--- config.mk ---
export PLATFORM = sky130hd
export DESIGN_NAME = alu_cmd_sequencer
export DESIGN_NICKNAME = d
export VERILOG_FILES = /design/src/rtl/alu_defs_pkg.sv /design/src/rtl/alu_cmd_sequencer_fifo.sv /design/src/rtl/alu_cmd_sequencer.sv
export SDC_FILE = /design/constraint.sdc
export NUM_CORES = 1
export LEC_CHECK = 0
export ABC_AREA = 1
export CAP_MARGIN = 0
export CORE_AREA = 2 2 90 92
export DETAILED_ROUTE_END_ITERATION = 8
export DIE_AREA = 0 0 92 94
export PLACE_DENSITY = 0.66
export SYNTH_ARGS = -nofsm -noshare
export SYNTH_HDL_FRONTEND = slang
export SYNTH_SLANG_ARGS = --single-unit
--- constraint.sdc ---
create_clock -name clk -period 1.6 [get_ports clk]
set_input_delay 0.32 -clock clk [delete_from_list [all_inputs] [get_ports clk]]
set_output_delay 0.32 -clock clk [all_outputs]
set_load 0.05 [all_outputs]
--- src/rtl/alu_defs_pkg.sv ---
// Shared ALU interface definitions: widths, packed-command field positions and opcodes.
// Imported by the command FIFO, the sequencer top and the testbench.
package alu_defs;

    localparam int ALU_OP_W   = 3;
    localparam int ALU_DATA_W = 4;
    localparam int ALU_CMD_W  = ALU_OP_W + 2 * ALU_DATA_W;

    // Packed command layout: {opcode, in1, in2}
    localparam int CMD_IN2_LSB = 0;
    localparam int CMD_IN1_LSB = ALU_DATA_W;
    localparam int CMD_OP_LSB  = 2 * ALU_DATA_W;

    localparam logic [ALU_OP_W-1:0] OP_NOP  = 3'd0;
    localparam logic [ALU_OP_W-1:0] OP_AND  = 3'd1;
    localparam logic [ALU_OP_W-1:0] OP_OR   = 3'd2;
    localparam logic [ALU_OP_W-1:0] OP_XOR  = 3'd3;
    localparam logic [ALU_OP_W-1:0] OP_ADD  = 3'd4;
    localparam logic [ALU_OP_W-1:0] OP_SUB  = 3'd5;
    localparam logic [ALU_OP_W-1:0] OP_SLLI = 3'd6;
    localparam logic [ALU_OP_W-1:0] OP_SRLI = 3'd7;

endpackage

--- src/rtl/alu_cmd_sequencer_fifo.sv ---
// Synchronous command FIFO for the ALU sequencer: push/pop, full/empty flags, head-of-queue view.
// DEPTH must be a power of two so the pointers wrap naturally.
module alu_cmd_fifo
    import alu_defs::*;
#(
    parameter int DEPTH = 4,
    parameter int WIDTH = ALU_CMD_W
) (
    input  logic             clk,
    input  logic             reset,
    input  logic             i_push,
    input  logic             i_pop,
    input  logic [WIDTH-1:0] i_din,
    output logic             o_full,
    output logic             o_empty,
    output logic [WIDTH-1:0] o_head
);

    localparam int AW = $clog2(DEPTH);

    logic [WIDTH-1:0] r_mem [DEPTH];
    logic [AW-1:0]    r_wr_ptr;
    logic [AW-1:0]    r_rd_ptr;
    logic [AW:0]      r_count;
    logic             w_push_ok;
    logic             w_pop_ok;

    assign o_full    = (r_count == (AW+1)'(DEPTH));
    assign o_empty   = (r_count == '0);
    assign o_head    = r_mem[r_rd_ptr];
    assign w_push_ok = i_push && !o_full;
    assign w_pop_ok  = i_pop && !o_empty;

    // NOTE: storage is not reset; the count/pointers define validity, so flushing only needs the pointers.
    always_ff @(posedge clk) begin
        if (w_push_ok) begin
            r_mem[r_wr_ptr] <= i_din;
        end
    end

    // NOTE: all sequential state uses non-blocking assignments so every register samples pre-edge values.
    always_ff @(posedge clk) begin
        if (reset) begin
            r_wr_ptr <= '0;
            r_rd_ptr <= '0;
            r_count  <= '0;
        end else begin
            if (w_push_ok) begin
                r_wr_ptr <= r_wr_ptr + 1'b1;
            end
            if (w_pop_ok) begin
                r_rd_ptr <= r_rd_ptr + 1'b1;
            end
            case ({w_push_ok, w_pop_ok})
                2'b10:   r_count <= r_count + 1'b1;
                2'b01:   r_count <= r_count - 1'b1;
                default: r_count <= r_count;
            endcase
        end
    end

endmodule

--- src/rtl/alu_cmd_sequencer.sv ---
// Issuing side of the 4-bit ALU: queues packed commands, drives the ALU one command at a time and
// returns result/overflow in order. Optional overflow event counter under `ALU_SEQ_OVF_CNT_EN.
module alu_cmd_sequencer
    import alu_defs::*;
#(
    parameter int FIFO_DEPTH = 4,
    parameter int OP_W       = ALU_OP_W,
    parameter int DATA_W     = ALU_DATA_W
`ifdef ALU_SEQ_OVF_CNT_EN
    ,
    parameter int CNT_W      = 8
`endif
) (
    input  logic                   clk,
    input  logic                   reset,
    input  logic                   cmd_valid,
    output logic                   cmd_ready,
    input  logic [OP_W+2*DATA_W-1:0] cmd_data,
    output logic [OP_W-1:0]        alu_opcode,
    output logic [DATA_W-1:0]      alu_in1,
    output logic [DATA_W-1:0]      alu_in2,
    input  logic [DATA_W-1:0]      alu_result,
    input  logic                   alu_overflow,
    output logic                   rsp_valid,
    input  logic                   rsp_ready,
    output logic [DATA_W-1:0]      rsp_data,
    output logic                   rsp_ovf,
    output logic [OP_W-1:0]        rsp_op,
`ifdef ALU_SEQ_OVF_CNT_EN
    input  logic                   ovf_clr,
    output logic [CNT_W-1:0]       ovf_cnt,
`endif
    output logic                   busy,
    output logic                   ovf_sticky
);

    localparam int CMD_W = OP_W + 2 * DATA_W;

    localparam logic [1:0] ST_IDLE  = 2'd0;
    localparam logic [1:0] ST_ISSUE = 2'd1;
    localparam logic [1:0] ST_RESP  = 2'd2;

    logic [1:0]        r_state;
    logic [OP_W-1:0]   r_alu_opcode;
    logic [DATA_W-1:0] r_alu_in1;
    logic [DATA_W-1:0] r_alu_in2;
    logic              r_rsp_valid;
    logic [DATA_W-1:0] r_rsp_data;
    logic              r_rsp_ovf;
    logic [OP_W-1:0]   r_rsp_op;
    logic              r_ovf_sticky;

    logic              w_full;
    logic              w_empty;
    logic              w_push;
    logic              w_load;
    logic [CMD_W-1:0]  w_head;

    assign cmd_ready = !w_full;
    assign w_push    = cmd_valid && !w_full;

    // The head is popped and loaded into the ALU operand registers in the same cycle.
    always_comb begin
        w_load = 1'b0;
        if (!w_empty) begin
            // NOTE: every always_comb output gets a default first so no path can infer a latch.
            w_load = (r_state == ST_IDLE) || (r_state == ST_RESP && rsp_ready);
        end
    end

    alu_cmd_fifo #(
        .DEPTH (FIFO_DEPTH),
        .WIDTH (CMD_W)
    ) u_fifo (
        .clk     (clk),
        .reset   (reset),
        .i_push  (w_push),
        .i_pop   (w_load),
        .i_din   (cmd_data),
        .o_full  (w_full),
        .o_empty (w_empty),
        .o_head  (w_head)
    );

    always_ff @(posedge clk) begin
        if (reset) begin
            r_alu_opcode <= '0;
            r_alu_in1    <= '0;
            r_alu_in2    <= '0;
        end else if (w_load) begin
            r_alu_opcode <= w_head[CMD_W-1 -: OP_W];
            r_alu_in1    <= w_head[2*DATA_W-1 -: DATA_W];
            r_alu_in2    <= w_head[DATA_W-1:0];
        end
    end

    always_ff @(posedge clk) begin
        if (reset) begin
            r_state      <= ST_IDLE;
            r_rsp_valid  <= 1'b0;
            r_rsp_data   <= '0;
            r_rsp_ovf    <= 1'b0;
            r_rsp_op     <= '0;
            r_ovf_sticky <= 1'b0;
        end else begin
            case (r_state)
                ST_IDLE: begin
                    if (w_load) begin
                        r_state <= ST_ISSUE;
                    end
                end
                ST_ISSUE: begin
                    // ALU has had a full cycle to settle on the registered operands.
                    r_rsp_data   <= alu_result;
                    r_rsp_ovf    <= alu_overflow;
                    r_rsp_op     <= r_alu_opcode;
                    r_rsp_valid  <= 1'b1;
                    r_ovf_sticky <= r_ovf_sticky | alu_overflow;
                    r_state      <= ST_RESP;
                end
                ST_RESP: begin
                    if (rsp_ready) begin
                        r_rsp_valid <= 1'b0;
                        r_state     <= w_load ? ST_ISSUE : ST_IDLE;
                    end
                end
                default: r_state <= ST_IDLE;
            endcase
        end
    end

`ifdef ALU_SEQ_OVF_CNT_EN
    logic [CNT_W-1:0] r_ovf_cnt;
    logic             w_ovf_event;

    assign w_ovf_event = (r_state == ST_ISSUE) && alu_overflow;

    // Clear has priority over a coincident increment; count saturates at all-ones.
    always_ff @(posedge clk) begin
        if (reset || ovf_clr) begin
            r_ovf_cnt <= '0;
        end else if (w_ovf_event && (r_ovf_cnt != '1)) begin
            r_ovf_cnt <= r_ovf_cnt + 1'b1;
        end
    end

    assign ovf_cnt = r_ovf_cnt;
`endif

    assign alu_opcode = r_alu_opcode;
    assign alu_in1    = r_alu_in1;
    assign alu_in2    = r_alu_in2;
    assign rsp_valid  = r_rsp_valid;
    assign rsp_data   = r_rsp_data;
    assign rsp_ovf    = r_rsp_ovf;
    assign rsp_op     = r_rsp_op;
    assign ovf_sticky = r_ovf_sticky;
    assign busy       = (r_state != ST_IDLE) || !w_empty;

endmodule
# Word level (Yosys, flattened, before mapping)
# Memories as Yosys holds them, arrays and structs flattened. A register that Yosys moved wholly into a read port is not among the register bits.
# Cells that the tools add are included.
[totals]
register_bits = 19
mem_bits_rw = 44
output_inout_bits = 23
wordCells = 47
n_memories = 1
[classes]
n_addsub = 4
eq_ne = 7
mux = 10
bitwise_logic = 1
reduce_logical = 15
[mem_list]
columns = ["name", "depth", "width", "read_ports", "rd_clocked_by_memory_dff", "write_ports", "line", "rtl"]
rows = [
  ["u_fifo.r_mem", 4, 11, 1, 1, 1, "alu_cmd_sequencer_fifo.sv:21", "logic [WIDTH-1:0] r_mem [DEPTH];"],
]
[op_table]
columns = ["cell", "count"]
rows = [
  ["2-bit case mux with 3 select lines", 1],
  ["3-bit case mux with 2 select lines", 1],
  ["2-bit nonzero test", 3],
  ["1-bit 2-to-1 mux", 5],
  ["2-bit by 1-bit adder with 2-bit output, second input constant", 2],
  ["2-bit by 1-bit equality test with 1-bit output, second input constant", 2],
  ["2-bit equality test, second input constant", 2],
  ["1-bit logical AND", 4],
  ["2-bit 2-to-1 mux", 2],
  ["2-bit AND reduction", 2],
  ["3-bit by 1-bit adder with 3-bit output, second input constant", 1],
  ["3-bit equality test, second input constant", 1],
  ["3-bit logical NOT", 1],
  ["3-bit by 1-bit subtractor with 3-bit output, second input constant", 1],
  ["1-bit logical NOT", 2],
  ["2-bit logical NOT", 1],
  ["1-bit logical OR", 2],
  ["2-bit by 1-bit inequality test with 1-bit output, second input constant", 1],
  ["2-bit inequality test, second input constant", 1],
  ["1-bit case mux with 2 select lines", 1],
  ["1-bit OR", 1],
]

# Depth between registers and ports, before layout
[depth]
ltp_word = 7
mapped_depth = 13

# Hierarchy
# Synthesis repeated with hierarchy kept, for this count alone.
[unflattened]
cells_unflattened = 307
hier_area_um2 = 3096.7
[by_module_without_submodules]
columns = ["mod", "instances", "cells_per_inst", "area_each_um2"]
rows = [
  ["alu_cmd_fifo", 1, 177, 2139.6],
  ["alu_cmd_sequencer", 1, 130, 957.2],
]

# Least setup slack after synthesis
# No wires, ideal clock.
[synth_path]
path_kind = "flip-flop to flip-flop"
start = "register u_fifo.r_count[1]"
end = "register u_fifo.r_count[2]"
setup_time_ps = 113
arrival_time_ps = 1884
required_time_ps = 1487
setup_slack_ps = -397
path_stages_with_launch = 13
synth_period_minus_slack_ps = 1997
path_cell_list = "dfxtp_1 > inv_1 > nand3_2 > nand2_1 > ha_1 > inv_1 > fa_1 > inv_1 > nand2_1 > nand3_1 > nand2_1 > nand2_1 > nor2_1"
[synth_between]
elab_chain_cells = 6
[synth_rtl]
columns = ["item", "line", "rtl"]
rows = [
  ["start, declared", "alu_cmd_sequencer_fifo.sv:24", "logic [AW:0] r_count;"],
  ["start signal, assigned", "alu_cmd_sequencer_fifo.sv:55", "2'b10: r_count <= r_count + 1'b1;"],
  ["start signal, assigned", "alu_cmd_sequencer_fifo.sv:56", "2'b01: r_count <= r_count - 1'b1;"],
  ["start signal, assigned", "alu_cmd_sequencer_fifo.sv:57", "default: r_count <= r_count;"],
  ["3-bit equality test *", "alu_cmd_sequencer_fifo.sv:28", "assign o_full = (r_count == (AW+1)'(DEPTH));"],
  ["1-bit logical NOT *", "n/a", ""],
  ["net cmd_ready", "alu_cmd_sequencer.sv:17", "output logic cmd_ready,"],
  ["1-bit logical AND", "alu_cmd_sequencer.sv:60", "assign w_push = cmd_valid && !w_full;"],
  ["1-bit logical AND *", "alu_cmd_sequencer_fifo.sv:31", "assign w_push_ok = i_push && !o_full;"],
  ["2-bit by 1-bit equality test with 1-bit output / 2-bit equality test (equally long branches)", "alu_cmd_sequencer_fifo.sv:54", "case ({w_push_ok, w_pop_ok})"],
  ["3-bit case mux with 2 select lines / 2-bit nonzero test (equally long branches)", "n/a", ""],
]
# Mark *: on every way through the listed nets, which the timed path passes. The rest lies on a longest branch.
# A chain may end at the register's enable or synchronous reset.

# Worst setup path in the final report
[layout_path]
start = "register u_fifo.r_count[1]"
end = "output busy"
[layout_between]
elab_chain_cells = 3
[layout_rtl]
columns = ["item", "line", "rtl"]
rows = [
  ["3-bit logical NOT", "alu_cmd_sequencer_fifo.sv:29", "assign o_empty = (r_count == '0);"],
  ["1-bit logical NOT", "alu_cmd_sequencer.sv:158", "assign busy = (r_state != ST_IDLE) || !w_empty;"],
  ["1-bit logical OR", "alu_cmd_sequencer.sv:158", ""],
  ["end, declared", "alu_cmd_sequencer.sv:33", "output logic busy,"],
]
# No other way between the ends.

==> impl_metrics.toml <==
[die]
num_rows = 32
floorplan.initialDensity_pct = 41.9
die_y_microns = 94
core_area_sq_mm = 0.00761
ios = 43
die_w_microns = 92
die_area_sq_mm = 0.00865

[setup_path]
crit_slowest_cell = "dfxtp_2"
reg2reg_slack_ns = -0.05
path_class = "register to output port"
critical-path-max-stage-delay_ns = 0.33
r2r_start = "u_fifo.r_count[0]"
endpoint_kind = "output port"
crit_fanout = 3
cp.arrival_ns = 1.34
cp_cell_sequence = "inv_2 > nand3_4 > buf_6 > nand3b_1 > buf_12"
required_ns = 1.28
r2r_cells = 13
rr_endpoint = "u_fifo.r_count[2]"
cp-start-kind = "register"

[clock_tree]
max-clock-path-buffers = 2
h-tree-depth = 3
cts_buffers = 9
root_buffer = "clkbuf_8"
cts_tree = "yes"
cts.sinks = 74
clkTransAtPathRegs_ns = 0.08
clk_latency_ns = 0.34
cts-hold-fix-buffers = 0

[drt]
drtPass1Iterations = 4
wl_per_cell_microns = 11.7
drc = 0
final_antenna_net_count = 0
wl_microns = 6250
first_iter_violations = 90
vias = 2331
vias_per_cell = 4.37

[finish]
layout_commonest_cell = "nand2_1"
syn_to_final_growth_pct = 29.0
antenna_cells_inserted = 0
fin_area_sq_mm = 0.00412
final_cell_mix = "nand2_1, inv_1, buf_4, edfxtp_1, nor2_1"
layout-drive-gt1-share_pct = 21.3
num-nets-final = 452

[synthesis]
yosys_warnings = 0
netlist_area_sq_mm = 0.00319
synth_cell_types = 19
syn-num-nets = 382
ys_seq_elements = 74
syn_area_per_cell_sq_um = 8.96
synth_cells = 356
ys_seq_area_share_pct = 60.2

[place]
io_buffer_count = 42
dpl_cell_area_sq_mm = 0.00382
place.gp.congestion = 0.740
dp_hpwl_microns = 3970

[pwr]
peakVddDrop_mv = 0.785
pwr-share-clk_pct = 17.4
p_int_w = 0.00465
power_density_mw_per_mm2 = 1960
switching_share_pct = 42.3
finalPower_w = 0.00806
p_switching_w = 0.00341
leakagePower_nw = 1.91
combPwrFrac_pct = 49.9
power_frac_seq_pct = 32.7

[run_status]
violations = "setup timing"
status = "complete, but fails checks"

[hold_path]
min_path_cells = 4
hold_class = "input port to register"
hp-start = "rsp_ready"
whs_endpoint = "rsp_valid"

[sta]
worst_slack_ns = -0.0616
min_period_ns = 1.66
rsz0062_at_grt = "true"
finalMaxSlewViolations = 0
worst_slew_pin_slew_ns = 0.466
finClkSkew_ns = 0.00981
max_slew_margin_pct = 68.9
whs_ns = 0.444
min_period_over_period_pct = 104
fmax_mhz = 602
hold_viol = 0
setup_viol = 2

[grt]
grt_util_all_layers_pct = 15.4
gr-total-overflow = 0
grt_pass1_vias = 2201
grt_max_degree = 25
grt_pass1_wl_microns = 10300
antenna_found_initial = 0

[job]
maxCapViolations = 0
-- cell families after synthesis --
kind of cell    Yosys count  share of synthesized area, %
buf+inv                  89                          12.0
flops                    74                          60.2
simple gates            165                          21.4
compound gates           22                          3.80
fa+ha+maj                 6                          2.59
-- worst max path at each step --
stage / start / to / slack, ns
final: u_fifo.r_count[1] / busy / -0.06
after global placement: rsp_ready / u_fifo.r_count[2] / -0.55
after CTS: u_fifo.r_count[2] / busy / -0.06
after global routing: u_fifo.r_count[1] / u_fifo.r_count[2] / -0.15
after floorplan: u_fifo.r_count[0] / u_fifo.r_count[2] / -0.07
after detailed placement: rsp_ready / u_fifo.r_count[2] / -0.58
-- per-stage QoR --
step / TNS [ns] / util [%] / instances / worst slack [ns]
after CTS: -0.0894 / 53.6 / 531 / -0.0629
after detailed placement: -6.00 / 50.2 / 509 / -0.583
after global placement: -5.60 / 50.2 / 509 / -0.548
after global routing: -0.271 / 54.1 / 533 / -0.152
after floorplan: -0.0754 / - / 356 / -0.0718
final: -0.114 / 54.1 / 533 / -0.0616
-- cells in the mapped netlist --
cell type  count  area, sq um
a21oi_1       12         60.1
a21oi_4        1         16.3
buf_2          6         30.0
buf_4          3         22.5
buf_6          4         45.0
dfxtp_1       30          601
edfxtp_1      44         1320
fa_1           1         20.0
ha_1           5         62.6
inv_1         74          278
inv_2          2         7.51
nand2_1       92          345
nand2_4        1         11.3
nand3_1       29          145
nand3_2        2         20.0
nand3b_1       1         7.51
nor2_1        39          146
nor2_2         1         6.26
o21ai_0        9         45.0
-- registers in the layout, indices dropped and copies added (netlist names) --
signal and count:
alu_in2 4, alu_in1 4, rsp_valid 1, u_fifo.r_count 3, u_fifo.r_wr_ptr 2, u_fifo.r_mem 44, r_state 2, rsp_data 4
alu_opcode 3, rsp_ovf 1, u_fifo.r_rd_ptr 2, ovf_sticky 1, rsp_op 3
-- area by class of cell --
| cell class | count | area (sq um) |
|---|---|---|
| Tap cell | 102 | 128 |
| Sequential cell | 74 | 1930 |
| Clock buffer | 9 | 124 |
| Clock inverter | 7 | 68.8 |
| Fill cell | 679 | 3490 |
| Timing Repair Buffer | 72 | 639 |
| Multi-Input combinational cell | 193 | 937 |
| Inverter | 76 | 293 |
-- per-layer routing --
metal,wire [microns],global-route usage (%),vias to the layer above
met5,0,0,-
met3,285,4.41,9
met2,3080,26.5,50
li1,-,-,1232
met1,2800,18.7,1040
met4,95,5.22,0
-- what timing repair did --
item,CTS,global route
pin swaps,3,8
buffers inserted,6,2
resized for setup,10,8
hold endpoints to repair,0,0
setup endpoints to repair,3,4
-- critical path: cells and delay by family (launching register included) --
kind | cells | cell delay (ns)
DFF | 1 | 0.33
and+or+nand+nor | 2 | 0.28
buffers and inverters | 3 | 0.38
-- power by group through the flow --
stage,clock network (W),registers (W),logic [W]
3_5_place_dp,0,0.00267,0.00373
2_1_floorplan,0,0.00347,0.00185
5_1_grt,0.00153,0.00268,0.00442
6_report,0.00140,0.00263,0.00402
3_3_place_gp,0,0.00266,0.00368
4_1_cts,0.00145,0.00264,0.00392
Note: power is estimated with default switching activity, not from simulation.
